File: src/rtl/fp_pkg.sv
// Shared types and constants for the iterative floating-point multiplier.
package fp_pkg;

  localparam int E_WIDTH_DEF = 8;
  localparam int F_WIDTH_DEF = 23;

  // Canonical encodings at the default single-precision widths
  localparam logic [31:0] QNAN_32 = 32'h7FC0_0000;
  localparam logic [31:0] INF_32  = 32'h7F80_0000;

  typedef enum logic [1:0] {CLS_ZERO, CLS_NORM, CLS_INF, CLS_NAN} fp_class_e;

  typedef enum logic [1:0] {ST_IDLE, ST_MUL, ST_ROUND, ST_DONE} state_e;

  function automatic int fp_bias(input int e_width);
    return (1 << (e_width - 1)) - 1;
  endfunction

endpackage

File: src/rtl/fp_mul_iter_if.sv
// Operand/result valid-ready handshake bundle for fp_mul_iter.
interface fp_mul_iter_if #(parameter int W = 32);
  logic         in_valid;
  logic         in_ready;
  logic [W-1:0] para1;
  logic [W-1:0] para2;
  logic         out_valid;
  logic         out_ready;
  logic [W-1:0] out;
  logic         overflow;
  logic         underflow;
  logic         invalid;

  modport master (
    output in_valid, para1, para2, out_ready,
    input  in_ready, out_valid, out, overflow, underflow, invalid
  );

  modport slave (
    input  in_valid, para1, para2, out_ready,
    output in_ready, out_valid, out, overflow, underflow, invalid
  );
endinterface

File: src/rtl/fp_round_norm.sv
// Normalises the raw significand product, rounds to nearest-even and packs the
// result, saturating to signed inf / signed zero outside the normal range.
module fp_round_norm
  import fp_pkg::*;
#(
  parameter  int E_WIDTH = E_WIDTH_DEF,
  parameter  int F_WIDTH = F_WIDTH_DEF,
  localparam int N       = F_WIDTH + 1,
  localparam int W       = 1 + E_WIDTH + F_WIDTH,
  localparam int EXW     = E_WIDTH + 2
) (
  input  logic [2*N-1:0]        prod,
  input  logic signed [EXW-1:0] exp_sum,
  input  logic                  sign,
  output logic [W-1:0]          result,
  output logic                  overflow,
  output logic                  underflow
);

  localparam logic signed [EXW-1:0] E_ONE  = EXW'(1);
  localparam logic signed [EXW-1:0] E_ZERO = '0;
  localparam logic signed [EXW-1:0] E_MAX  = EXW'((1 << E_WIDTH) - 1);

  logic [N-1:0]          sig;
  logic                  guard;
  logic                  sticky;
  logic signed [EXW-1:0] e;
  logic [N:0]            rounded;
  logic [F_WIDTH-1:0]    frac;

  always_comb begin
    sig       = '0;
    guard     = 1'b0;
    sticky    = 1'b0;
    e         = exp_sum;
    rounded   = '0;
    frac      = '0;
    result    = '0;
    overflow  = 1'b0;
    underflow = 1'b0;

    // Product of two [1,2) significands lies in [1,4)
    if (prod[2*N-1]) begin
      sig    = prod[2*N-1 -: N];
      guard  = prod[N-1];
      sticky = |prod[N-2:0];
      e      = e + E_ONE;
    end else begin
      sig    = prod[2*N-2 -: N];
      guard  = prod[N-2];
      sticky = |prod[N-3:0];
    end

    rounded = {1'b0, sig} + {{N{1'b0}}, guard & (sticky | sig[0])};
    if (rounded[N]) begin
      frac = rounded[N-1:1];
      e    = e + E_ONE;
    end else begin
      frac = rounded[F_WIDTH-1:0];
    end

    overflow  = (e >= E_MAX);
    underflow = (e <= E_ZERO);

    if (overflow)
      result = {sign, {E_WIDTH{1'b1}}, {F_WIDTH{1'b0}}};
    else if (underflow)
      result = {sign, {(W-1){1'b0}}};
    else
      result = {sign, e[E_WIDTH-1:0], frac};
  end

endmodule

File: src/rtl/fp_mul_iter.sv
// Sequential floating-point multiplier: radix-2 shift-add significand product,
// round-to-nearest-even, zero/inf/NaN bypass, valid/ready on both sides.
//
// state    | meaning
// ---------+-----------------------------------------------------------
// ST_IDLE  | waiting for an operand pair, in_ready high
// ST_MUL   | one multiplier bit per cycle, LSB first, cnt counts down
// ST_ROUND | normalise/round the product, register result and flags
// ST_DONE  | out_valid held until out_ready
module fp_mul_iter
  import fp_pkg::*;
#(
  parameter int E_WIDTH = E_WIDTH_DEF,
  parameter int F_WIDTH = F_WIDTH_DEF
) (
  input logic          clk,
  input logic          rst,
  fp_mul_iter_if.slave bus
);

  localparam int E_BIAS = fp_bias(E_WIDTH);
  localparam int W      = 1 + E_WIDTH + F_WIDTH;
  localparam int N      = F_WIDTH + 1;
  localparam int EXW    = E_WIDTH + 2;
  localparam int CW     = $clog2(N);

  localparam logic [W-1:0] QNAN = {1'b0, {E_WIDTH{1'b1}}, 1'b1, {(F_WIDTH-1){1'b0}}};

  state_e                state;
  logic [2*N-1:0]        mcand;
  logic [2*N-1:0]        prod;
  logic [N-1:0]          mplier;
  logic signed [EXW-1:0] exp_sum;
  logic                  sign_q;
  logic [CW-1:0]         cnt;
  logic [W-1:0]          result_q;
  logic                  out_valid_q;
  logic                  ovf_q;
  logic                  unf_q;
  logic                  inv_q;

  logic                  s1, s2, sign_nxt;
  logic [E_WIDTH-1:0]    e1, e2;
  logic [F_WIDTH-1:0]    f1, f2;
  fp_class_e             c1, c2;

  logic [W-1:0]          rn_result;
  logic                  rn_ovf;
  logic                  rn_unf;

  function automatic fp_class_e classify(input logic [E_WIDTH-1:0] e,
                                         input logic [F_WIDTH-1:0] f);
    if (e == '0)
      return CLS_ZERO;
    else if (e == '1)
      return (f == '0) ? CLS_INF : CLS_NAN;
    else
      return CLS_NORM;
  endfunction

  assign s1       = bus.para1[W-1];
  assign e1       = bus.para1[W-2 -: E_WIDTH];
  assign f1       = bus.para1[F_WIDTH-1:0];
  assign s2       = bus.para2[W-1];
  assign e2       = bus.para2[W-2 -: E_WIDTH];
  assign f2       = bus.para2[F_WIDTH-1:0];
  assign sign_nxt = s1 ^ s2;
  assign c1       = classify(e1, f1);
  assign c2       = classify(e2, f2);

  fp_round_norm #(.E_WIDTH(E_WIDTH), .F_WIDTH(F_WIDTH)) u_round_norm (
    .prod      (prod),
    .exp_sum   (exp_sum),
    .sign      (sign_q),
    .result    (rn_result),
    .overflow  (rn_ovf),
    .underflow (rn_unf)
  );

  always_ff @(posedge clk) begin
    if (rst) begin
      state       <= ST_IDLE;
      mcand       <= '0;
      prod        <= '0;
      mplier      <= '0;
      exp_sum     <= '0;
      sign_q      <= 1'b0;
      cnt         <= '0;
      result_q    <= '0;
      out_valid_q <= 1'b0;
      ovf_q       <= 1'b0;
      unf_q       <= 1'b0;
      inv_q       <= 1'b0;
    end else begin
      case (state)
        ST_IDLE: begin
          if (bus.in_valid) begin
            sign_q <= sign_nxt;
            ovf_q  <= 1'b0;
            unf_q  <= 1'b0;
            inv_q  <= 1'b0;
            // Bypass priority: NaN, inf*0, inf, zero
            if (c1 == CLS_NAN || c2 == CLS_NAN) begin
              result_q    <= QNAN;
              out_valid_q <= 1'b1;
              state       <= ST_DONE;
            end else if ((c1 == CLS_INF && c2 == CLS_ZERO) ||
                         (c1 == CLS_ZERO && c2 == CLS_INF)) begin
              result_q    <= QNAN;
              inv_q       <= 1'b1;
              out_valid_q <= 1'b1;
              state       <= ST_DONE;
            end else if (c1 == CLS_INF || c2 == CLS_INF) begin
              result_q    <= {sign_nxt, {E_WIDTH{1'b1}}, {F_WIDTH{1'b0}}};
              out_valid_q <= 1'b1;
              state       <= ST_DONE;
            end else if (c1 == CLS_ZERO || c2 == CLS_ZERO) begin
              result_q    <= {sign_nxt, {(W-1){1'b0}}};
              out_valid_q <= 1'b1;
              state       <= ST_DONE;
            end else begin
              mcand   <= {{N{1'b0}}, 1'b1, f1};
              mplier  <= {1'b1, f2};
              prod    <= '0;
              exp_sum <= EXW'({2'b00, e1}) + EXW'({2'b00, e2}) - EXW'(E_BIAS);
              cnt     <= CW'(N - 1);
              state   <= ST_MUL;
            end
          end
        end
        ST_MUL: begin
          if (mplier[0])
            prod <= prod + mcand;
          mcand  <= mcand << 1;
          mplier <= mplier >> 1;
          if (cnt == '0)
            state <= ST_ROUND;
          else
            cnt <= cnt - 1'b1;
        end
        ST_ROUND: begin
          result_q    <= rn_result;
          ovf_q       <= rn_ovf;
          unf_q       <= rn_unf;
          out_valid_q <= 1'b1;
          state       <= ST_DONE;
        end
        ST_DONE: begin
          if (bus.out_ready) begin
            out_valid_q <= 1'b0;
            state       <= ST_IDLE;
          end
        end
        default: state <= ST_IDLE;
      endcase
    end
  end

  assign bus.in_ready  = (state == ST_IDLE) & ~rst;
  assign bus.out_valid = out_valid_q;
  assign bus.out       = result_q;
  assign bus.overflow  = ovf_q;
  assign bus.underflow = unf_q;
  assign bus.invalid   = inv_q;

endmodule

File: src/flat_wrapper.sv
// flat-port wrapper written by rule: the top's interface ports become plain ports
module fp_mul_iter_flat import fp_pkg::*;
#(
  parameter int E_WIDTH = E_WIDTH_DEF,
  parameter int F_WIDTH = F_WIDTH_DEF
)
  (clk, rst, bus_in_valid, bus_para1, bus_para2, bus_out_ready, bus_in_ready, bus_out_valid, bus_out, bus_overflow, bus_underflow, bus_invalid);
  fp_mul_iter_if #(.W(32)) bus_i ();
  input logic clk;
  input logic rst;
  input wire logic [$bits(bus_i.in_valid)-1:0] bus_in_valid;
  input wire logic [$bits(bus_i.para1)-1:0] bus_para1;
  input wire logic [$bits(bus_i.para2)-1:0] bus_para2;
  input wire logic [$bits(bus_i.out_ready)-1:0] bus_out_ready;
  output wire logic [$bits(bus_i.in_ready)-1:0] bus_in_ready;
  output wire logic [$bits(bus_i.out_valid)-1:0] bus_out_valid;
  output wire logic [$bits(bus_i.out)-1:0] bus_out;
  output wire logic [$bits(bus_i.overflow)-1:0] bus_overflow;
  output wire logic [$bits(bus_i.underflow)-1:0] bus_underflow;
  output wire logic [$bits(bus_i.invalid)-1:0] bus_invalid;
  assign bus_i.in_valid = bus_in_valid;
  assign bus_i.para1 = bus_para1;
  assign bus_i.para2 = bus_para2;
  assign bus_i.out_ready = bus_out_ready;
  assign bus_in_ready = bus_i.in_ready;
  assign bus_out_valid = bus_i.out_valid;
  assign bus_out = bus_i.out;
  assign bus_overflow = bus_i.overflow;
  assign bus_underflow = bus_i.underflow;
  assign bus_invalid = bus_i.invalid;
  fp_mul_iter #(.E_WIDTH(E_WIDTH), .F_WIDTH(F_WIDTH)) u_core (.clk(clk), .rst(rst), .bus(bus_i));
endmodule
File: config.mk
export PLATFORM = sky130hd
export DESIGN_NAME = fp_mul_iter_flat
export DESIGN_NICKNAME = d
export VERILOG_FILES = /design/src/rtl/fp_pkg.sv /design/src/rtl/fp_mul_iter_if.sv /design/src/rtl/fp_round_norm.sv /design/src/rtl/fp_mul_iter.sv /design/src/flat_wrapper.sv
export SDC_FILE = /design/constraint.sdc
export NUM_CORES = 1
export LEC_CHECK = 0
export ABC_AREA = 0
export BUFFER_PORTS_ARGS = -buffer_cell sky130_fd_sc_hd__buf_2
export CAP_MARGIN = 10
export CORE_MARGIN = 2
export CORE_UTILIZATION = 34
export CTS_CLUSTER_DIAMETER = 100
export DETAILED_ROUTE_END_ITERATION = 10
export GPL_TIMING_DRIVEN = 0
export SLEW_MARGIN = 20
export SYNTH_ARGS = -nofsm -noshare
export SYNTH_HDL_FRONTEND = slang
export SYNTH_SLANG_ARGS = --single-unit
File: constraint.sdc
create_clock -name clk -period 12.6 [get_ports clk]
set_input_delay 0.63 -clock clk [delete_from_list [all_inputs] [get_ports clk]]
set_output_delay 0.63 -clock clk [all_outputs]
set_load 0.03 [all_outputs]
==> key figures <==
Clocking
  • Sink Count: 174
  • Post-cts sizing count: 0
  • Clock Latency Late Sink: 440 ps
  • Clock Path Buffers: 2
  • CTS root buf: clkbuf_16
  • H-tree depth: 4
  • CTS tree: yes
  • # Post-CTS Setup Buffers: 0
  • Post-CTS Hold Fix Bufs: 0
  • Clock-pin slew on the worst setup and hold paths: 70 ps
  • Clock buffer count from CTS: 17

STA
  • Worst-Margin Slew: 1010 ps
  • Period utilization: 50.6%
  • RSZ-0062 raised after global routing: false
  • Max-slew violations: 0
  • Final hold vios: 0
  • Skew final: 9.91 ps
  • Max-slew headroom at the worst pin: 31.7%
  • Worst setup margin: 6220 ps
  • Setup Viol. Count Final: 0
  • Min Hold Slack: 453 ps
  • Fmax: 157 MHz
  • Fin Setup TNS: 0 ps
  • Fin crit period: 6380 ps

Worst setup path
  • Crit Path Max Fanout: 10
  • Critical path data required time: 12990 ps
  • Crit Path Category: reg -> reg
  • CP Capture Type: flop
  • Startpoint Class: flop
  • Arrival @ worst endpoint: 6760 ps

Job
  • Number of max-cap violations: 0

Route
  • Routed via count: 11322
  • Drt first pass iters: 6
  • WL final: 35100 um
  • Initial DRC Count: 813
  • Avg Vias per Cell: 5.59
  • DRC: 0
  • Avg WL per Cell: 17.3 um
  • Antenna Nets Post-Route: 0

Yosys
  • Post-Syn Area per Cell: 8.04 sq um
  • Largest area contributor in the synthesized netlist: dfxtp_1
  • Synth Area in Compound Gates: 26.3%
  • Synth unique cells: 79
  • Largest cells by area after synthesis: dfxtp_1 30%, ha_1 7.1%, a21oi_1 5.4%
  • Post-synthesis mux area share: 5.27%
  • Mapped Area: 0.0116 sq mm
  • Synth Flop Type: dfxtp_1
  • Seq cells post-synth: 174
  • Xor and xnor area share after synthesis: 6.42%
  • Post-synth top area share: 30.0%
  • Post-synthesis async set-or-reset flop share: 0%
  • Yosys warns: 0
  • Post-Synthesis Net Count: 1579
  • Synthesized-area fraction occupied by adder cells: 7.47%
  • Post-synth EDFFs: 0
  • Post-Synth Simple-Gate Area: 20.5%
  • Post-Synthesis Cells: 1443
  • Sequential element share of the synthesized area: 30.0%
  • Main combinational cell family by area after synthesis: compound AO/OA/AOI/OAI gates

Cells and area
  • Area delta synth->final: 14.3%
  • Ant. Diodes: 0
  • Commonest non-fill, non-tap cell in the layout: dfxtp_1
  • Most frequent cells in the layout: 174 x dfxtp_1, 134 x nand2_1, 134 x nor2_1, 126 x a21oi_1, 107 x buf_2
  • Design area: 0.0132 sq mm
  • Fillers: 3481
  • Nets: 1701
  • Fraction of layout cells with a size suffix above 1: 10.7%

Placement
  • Port Buffer Count: 103
  • Post-DP HPWL: 27400 um
  • Pre-CTS setup slack: 6420 ps
  • Dpl cell area: 0.0127 sq mm
  • Placer Congestion: 0.898

Pwr
  • Sw Share: 42.8%
  • Combinational Power Share: 41.2%
  • Flop pwr share: 34.1%
  • Pwr/cell area: 162 mW/mm^2
  • Cell Int Power: 1.23 mW
  • Clock share of power: 24.6%
  • Switch Pwr: 0.918 mW
  • Design Power: 2.15 mW
  • Worst VDD drop: 0.130 mV
  • Pleak: 5.30 nW

GRT
  • Grt ovf: 0
  • Vias in the first global route: 10642
  • First-pass GRT wire length: 56900 um
  • Total GRT Usage: 19.7%
  • Largest net degree at the start of global routing: 17
  • Initial antenna violation count: 0

Run status
  • Status: complete, no violations

Floorplan
  • Initial Utilization: 34.6%
  • Die area: 0.0356 sq mm
  • Die width: 189 um
  • I/O Pins: 105
  • Site Rows: 67
  • Core Area: 0.0335 sq mm
  • Die Y: 189 um

Worst hold path
  • HP Class: reg -> reg
[state kept, by name, summed over array words and instances, names as in the netlist]
name and count:
u_core.bus.overflow 1, u_core.mplier 24, u_core.prod 48, u_core.bus.out 32, u_core.state 2, u_core.sign_q 1
u_core.bus.invalid 1, u_core.bus.underflow 1, u_core.cnt 5, u_core.exp_sum 10, u_core.bus.out_valid 1, u_core.mcand 48
[cells by family (layout without fill, tap and decap cells)]
group                    count (synthesis)  count (layout)
XOR/XNOR                                85              85
multiplexers                            60              60
AND/OR/NAND/NOR                        488             488
adder cells (fa/ha/maj)                 68              68
AO/OA/AOI/OAI                          452             452
buffers and inverters                  116             251
flip-flops                             174             174
[metal layers]
layer	vias up	GRT usage, %	part of all wire [%]
li1	5609	-	-
met1	5357	27.9	49
met2	322	31.4	45
met3	34	2.63	5.2
met4	0	5.23	1.4
met5	-	0	0
[metrics by stage]
step	utilization, %	instances
3_5_place_dp	37.8	1994
5_1_grt	39.5	2026
6_report	39.5	2026
4_1_cts	39.5	2026
2_1_floorplan	-	1443
3_3_place_gp	37.8	1994
[cells in the mapped netlist, drive strengths merged, types with 13 or more instances]
master / n
xor2: 29
nand2b: 14
ha: 66
and2: 13
mux2i: 52
a22o: 29
nor2: 136
a22oi: 20
nand4: 19
buf: 15
inv: 32
clkbuf: 69
a211oi: 80
xnor2: 56
a31oi: 15
nand2: 134
nor4: 23
dfxtp: 174
a21oi: 127
nor3: 22
and3: 14
o21ai: 51
a21o: 29
nand3: 69
[path summary, 6_finish.rpt]
kind | from | end | slack [ps] | cells after the start
worst min-delay path | u_core.bus.out[8]$_SDFFE_PP0P_ | u_core.bus.out[8]$_SDFFE_PP0P_ | 450 | 2
worst max-delay path | u_core.prod[47]$_SDFFE_PP0P_ | u_core.bus.out[22]$_SDFFE_PP0P_ | 6220 | 18
worst min register to register | u_core.bus.out[8]$_SDFFE_PP0P_ | u_core.bus.out[8]$_SDFFE_PP0P_ | 450 | 2
worst max register to register | u_core.prod[47]$_SDFFE_PP0P_ | u_core.bus.out[22]$_SDFFE_PP0P_ | 6220 | 18
[power by group through the flow]
stage / Clock, mW / Combinational, mW / Sequential [mW]
floorplan: 0 / 0.640 / 0.723
global placement: 0 / 0.860 / 0.739
detailed placement: 0 / 0.873 / 0.744
CTS: 0.538 / 0.878 / 0.732
global route: 0.560 / 0.984 / 0.744
finish: 0.528 / 0.885 / 0.733
[critical path: stages, from the launching register on]
cell and delay, ps:
dfxtp_1 350, buf_6 150, buf_4 170, buf_2 260, buf_1 480, clkbuf_1 480, clkbuf_1 430, buf_1 470
nand2_1 110, a21boi_0 250, ha_1 230, nand2_1 110, nor4b_4 590, nand4_4 290, nor4_1 560, xnor2_1 280
nand2_1 200, a2111oi_0 690, o31a_1 210
[area by class of cell]
class	instances	area, sq um	share of cell area (%)
Buffer	84	342	2.58
Clock buffer	19	443	3.34
Clock inverter	13	129	0.973
Inverter	32	120	0.907
Multi-Input combinational cell	1153	7650	57.8
Sequential cell	174	3480	26.3
Tap cell	448	561	4.23
Timing Repair Buffer	103	515	3.89
Note: power is estimated with default switching activity, not from simulation.
